==> src/rtl/ps2_scan_digits.sv <==
// PS/2 keyboard receiver + key tracker driving scan-code and BCD press-count digits; optional odd-parity check via PS2_PARITY_CHECK_EN.
// Latency: byte strobe one cycle after the stop-bit falling edge is seen, outputs one cycle later; no backpressure (PS/2 cannot be stalled).
module ps2_scan_digits #(
    parameter int TIMEOUT_CYCLES = 50000
) (
    input  logic       clk,
    input  logic       clrn,
    input  logic       ps2_clk,
    input  logic       ps2_data,
    output logic [3:0] code_hi,
    output logic [3:0] code_lo,
    output logic [3:0] cnt_hi,
    output logic [3:0] cnt_lo,
    output logic       key_active,
    output logic       frame_err
);

    localparam int TW = $clog2(TIMEOUT_CYCLES + 1);
    localparam logic [TW-1:0] TO_LAST = TW'(TIMEOUT_CYCLES - 1);

    localparam logic [1:0] IDLE     = 2'd0;
    localparam logic [1:0] HELD     = 2'd1;
    localparam logic [1:0] BRK_IDLE = 2'd2;
    localparam logic [1:0] BRK_HELD = 2'd3;

    logic [2:0]    clk_sync;
    logic [2:0]    dat_sync;
    logic          fall;
    logic          dat_bit;
    logic [3:0]    bit_cnt;
    logic [9:0]    shreg;
    logic [TW-1:0] to_cnt;
    logic          frame_ok;
    logic          byte_vld;
    logic [7:0]    byte_dat;

    logic [1:0]    state;
    logic [7:0]    code;
    logic [3:0]    cnt_t;
    logic [3:0]    cnt_u;

    // Index 0 is the newest sample; the edge is judged on the two oldest.
    assign fall    = clk_sync[2] & ~clk_sync[1];
    assign dat_bit = dat_sync[1];

    always_ff @(posedge clk or negedge clrn) begin
        if (!clrn) begin
            clk_sync <= 3'b000;
            dat_sync <= 3'b000;
        end else begin
            clk_sync <= {clk_sync[1:0], ps2_clk};
            dat_sync <= {dat_sync[1:0], ps2_data};
        end
    end

    // shreg holds start in [0], data LSB-first in [8:1], parity in [9]; stop is the live bit.
    always_comb begin
        frame_ok = ~shreg[0] & dat_bit;
`ifdef PS2_PARITY_CHECK_EN
        frame_ok = frame_ok & (^shreg[9:1]);
`endif
    end

    always_ff @(posedge clk or negedge clrn) begin
        if (!clrn) begin
            bit_cnt   <= 4'd0;
            shreg     <= 10'd0;
            to_cnt    <= '0;
            byte_vld  <= 1'b0;
            byte_dat  <= 8'd0;
            frame_err <= 1'b0;
        end else begin
            byte_vld  <= 1'b0;
            frame_err <= 1'b0;
            if (fall) begin
                to_cnt <= '0;
                if (bit_cnt == 4'd10) begin
                    bit_cnt <= 4'd0;
                    if (frame_ok) begin
                        byte_vld <= 1'b1;
                        byte_dat <= shreg[8:1];
                    end else begin
                        frame_err <= 1'b1;
                    end
                end else begin
                    shreg   <= {dat_bit, shreg[9:1]};
                    bit_cnt <= bit_cnt + 4'd1;
                end
            end else if (bit_cnt != 4'd0) begin
                // A stalled partial frame is dropped silently.
                if (to_cnt == TO_LAST) begin
                    bit_cnt <= 4'd0;
                    to_cnt  <= '0;
                end else begin
                    to_cnt <= to_cnt + TW'(1);
                end
            end else begin
                to_cnt <= '0;
            end
        end
    end

    always_ff @(posedge clk or negedge clrn) begin
        if (!clrn) begin
            state <= IDLE;
            code  <= 8'd0;
            cnt_t <= 4'd0;
            cnt_u <= 4'd0;
        end else if (byte_vld && byte_dat != 8'hE0) begin
            case (state)
                IDLE: begin
                    if (byte_dat == 8'hF0) begin
                        state <= BRK_IDLE;
                    end else begin
                        state <= HELD;
                        code  <= byte_dat;
                        if (cnt_u == 4'd9) begin
                            cnt_u <= 4'd0;
                            cnt_t <= (cnt_t == 4'd9) ? 4'd0 : cnt_t + 4'd1;
                        end else begin
                            cnt_u <= cnt_u + 4'd1;
                        end
                    end
                end
                HELD: begin
                    if (byte_dat == code) begin
                        state <= HELD;
                    end else if (byte_dat == 8'hF0) begin
                        state <= BRK_HELD;
                    end else begin
                        code <= byte_dat;
                        if (cnt_u == 4'd9) begin
                            cnt_u <= 4'd0;
                            cnt_t <= (cnt_t == 4'd9) ? 4'd0 : cnt_t + 4'd1;
                        end else begin
                            cnt_u <= cnt_u + 4'd1;
                        end
                    end
                end
                BRK_HELD: state <= (byte_dat == code) ? IDLE : HELD;
                default:  state <= IDLE;
            endcase
        end
    end

    assign code_hi    = code[7:4];
    assign code_lo    = code[3:0];
    assign cnt_hi     = cnt_t;
    assign cnt_lo     = cnt_u;
    assign key_active = (state == HELD) || (state == BRK_HELD);

endmodule

==> config.mk <==
export PLATFORM = sky130hd
export DESIGN_NAME = ps2_scan_digits
export DESIGN_NICKNAME = d
export VERILOG_FILES = /design/src/rtl/ps2_scan_digits.sv
export SDC_FILE = /design/constraint.sdc
export NUM_CORES = 1
export LEC_CHECK = 0
export BUFFER_PORTS_ARGS = -buffer_cell sky130_fd_sc_hd__buf_4
export CORE_MARGIN = 2
export CORE_UTILIZATION = 30
export DETAILED_ROUTE_END_ITERATION = 12
export GPL_TIMING_DRIVEN = 1
export PLACE_DENSITY = 0.54
export SKIP_LAST_GASP = 1
export SLEW_MARGIN = 20
export SYNTH_ARGS = -nofsm -noshare
export SYNTH_HDL_FRONTEND = slang
export SYNTH_SLANG_ARGS = --single-unit
==> constraint.sdc <==
create_clock -name clk -period 2.35 [get_ports clk]
set_clock_uncertainty 0.15 [all_clocks]
set_input_delay 0.47 -clock clk [delete_from_list [all_inputs] [get_ports clk]]
set_output_delay 0.47 -clock clk [all_outputs]
set_load 0.02 [all_outputs]
==> impl_metrics.json <==
{
  "cts_made_buffers": 9,
  "cts_tree": "built",
  "antenna_found_initial": 0,
  "drv_slew": 0,
  "power_leakage_nw": 1.58,
  "layout.nets": 278,
  "syn_to_final_growth_pct": 19.8,
  "postSynth.asyncResetShare": 1.00,
  "ys_warn_count": 0,
  "critPathMaxFanout": 9,
  "wire_per_inst_um": 12.8,
  "arrival_ps": 2190,
  "grt_first_pass_wirelength_um": 8540,
  "cp.required_ps": 2420,
  "cp_top_family": "simple AND/OR/NAND/NOR gates",
  "hold_viol": 0,
  "synth_cells": 235,
  "synth_cell_types": 37,
  "antenna_left": 0,
  "synth_ff_type": "dfrtp_1",
  "yosysSeqAreaShare": 0.568,
  "seq_power_share": 0.520,
  "viasPerCell": 4.76,
  "cp_slowest_cell": "dfrtp_1",
  "startpoint_type": "flip-flop",
  "whs_ps": 65.0,
  "drc_errors": 0,
  "routed_wl_um": 4930,
  "worstMarginPinSlew_ps": 784,
  "cts_hold_buf": 0,
  "cp_cell_sequence": "inv_1 > ha_1 > nand2_1 > or3_1 > nor3b_1 > buf_4 > mux2_2",
  "finalCriticalPeriod_ps": 2120,
  "relSlewSlack": 0.478,
  "overflow": 0,
  "layout_worst_path_cycle_share": 0.904,
  "rsz0062_at_grt": "no",
  "synth.largest_area_cell": "dfrtp_1",
  "place.gp.congestion": 0.712,
  "insertion_delay_ps": 340,
  "hold_path_class": "in2async",
  "synth-seq-cells": 63,
  "pwr-share-clk": 0.374,
  "clock_path_buffers": 2,
  "netlist.area_leader.share": 0.568,
  "io_buffers": 21,
  "fmax_mhz": 471,
  "worst-path-buf-inv": 2,
  "dp_hpwl_um": 3290,
  "cts.sinks": 63,
  "post_cts_resized": 0,
  "p_comb_frac": 0.107,
  "drtIter0Drc": 79,
  "cts-root-buf": "clkbuf_8",
  "worst-setup-path-type": "reg2reg",
  "start_util": 0.305,
  "critPathMaxStageDelay_ps": 440,
  "grt_use_total": 0.110,
  "syn_nets": 243,
  "netlist_area_um2": 2780,
  "max_cap_violations": 0,
  "core_area_um2": 9110,
  "htree_levels": 3,
  "grt_max_degree": 64,
  "p_int_mw": 1.83,
  "synth.avg_cell_area_um2": 11.8,
  "peakVddDrop_v": 0.000266,
  "post_cts.repair.setup_buffers": 0,
  "die_w_um": 100,
  "die_area_um2": 10000,
  "setup_viol": 0,
  "yosysMostFrequentCell": "dfrtp_1",
  "cp-end-kind": "flip-flop",
  "grt_pass1_vias": 1825,
  "synth_edf_count": 0,
  "die_h_um": 100,
  "clk_pin_slew_ps": 80,
  "layout-drive-gt1-share": 0.280,
  "p_sw_uw": 691,
  "synth_common_cells": "dfrtp_1, mux2_2, nor2_1, xor2_1, nand3_1",
  "rows": 35,
  "first_pass_iters": 5,
  "antenna_cells": 0,
  "powerDensity_nw_per_um2": 756,
  "vias": 1837,
  "fin_setup_tns_ps": 0,
  "outcome": "complete, no violations",
  "p_sw_frac": 0.275,
  "ioPinCount": 22,
  "yosys-top-cells-area": "dfrtp_1, mux2_2, xor2_1"
}
[cells by family (layout without fill, tap and decap cells)]
family,after synthesis,count (layout),share of synthesized area
compound gates,24,24,0.0604
xor+xnor,26,26,0.0820
fa+ha+maj,4,4,0.0180
buf+inv,18,58,0.0275
flops,63,63,0.568
mux,27,27,0.109
simple gates,73,73,0.135
[through the flow]
stage / util / area (µm²) / setup WS [ps] / power, mW / cells
after floorplan: - / 2780 / 278 / 1.49 / 235
after global routing: 0.365 / 3330 / 76.3 / 2.66 / 386
final: 0.365 / 3330 / 226 / 2.52 / 386
after global placement: 0.342 / 3110 / 160 / 1.59 / 370
after detailed placement: 0.342 / 3110 / 107 / 1.60 / 370
after CTS: 0.363 / 3310 / 74.4 / 2.56 / 386
[layout make-up]
| type | count | area [µm²] |
|---|---|---|
| Clock buffer | 9 | 124 |
| Fill cell | 916 | 5780 |
| Sequential cell | 63 | 1580 |
| Multi-Input combinational cell | 154 | 1140 |
| Clock inverter | 7 | 72.6 |
| Tap cell | 111 | 139 |
| Timing Repair Buffer | 31 | 233 |
| Inverter | 11 | 41.3 |
[per-layer routing]
layer  part of all wire  track usage  routed length, µm
met1               0.47        0.133               2330
met2               0.47        0.172               2310
met3              0.042       0.0453                206
met5                  0            0                  0
met4              0.016       0.0506                 78
[power groups by stage]
stage | Sequential (mW) | Combinational (mW) | Clock, mW
after floorplan | 1.30 | 0.192 | 0
after global placement | 1.33 | 0.265 | 0
after detailed placement | 1.33 | 0.266 | 0
after CTS | 1.31 | 0.271 | 0.976
after global routing | 1.33 | 0.308 | 1.02
final | 1.31 | 0.268 | 0.940
[worst register-to-register path: cells and delay by family (launching register included)]
family | cells | cell delay [ps]
simple gates | 3 | 600
flops | 1 | 440
mux | 1 | 350
buf+inv | 2 | 320
fa+ha+maj | 1 | 160
[worst paths after layout]
kind                            slack [ps]          end   startpoint  depth (start not counted)
worst min-delay path                    70      code[1]         clrn                          1
max in group asynchronous             1460   bit_cnt[0]         clrn                          1
worst max-delay path                   230  byte_dat[4]   bit_cnt[0]                          7
worst min register to register         200  dat_sync[1]  dat_sync[0]                          0
min in group clk                        90  dat_sync[0]     ps2_data                          1
worst max register to register         230  byte_dat[4]   bit_cnt[0]                          7
[placed cells by master (no fill, tap or decap), types with 3 or more instances in the layout]
cell type	synthesis	routed
nand2_1	8	8
ha_1	4	4
nor4_1	4	3
buf_4	0	31
and3_1	4	4
nor2_1	24	24
nand4_1	4	4
xor2_1	14	14
dfrtp_1	63	63
xnor2_1	12	12
nand3_1	13	13
nor2b_1	4	4
clkbuf_8	0	9
o21ai_0	9	9
inv_1	11	11
mux2_2	27	27
[state kept, by name (all words and copies together) (netlist names)]
name,count
dat_sync,2
clk_sync,3
frame_err,1
byte_vld,1
cnt_lo,4
code,8
byte_dat,8
to_cnt,16
bit_cnt,4
state,2
cnt_hi,4
shreg,10
No activity file was read; power rests on OpenSTA's default activity.
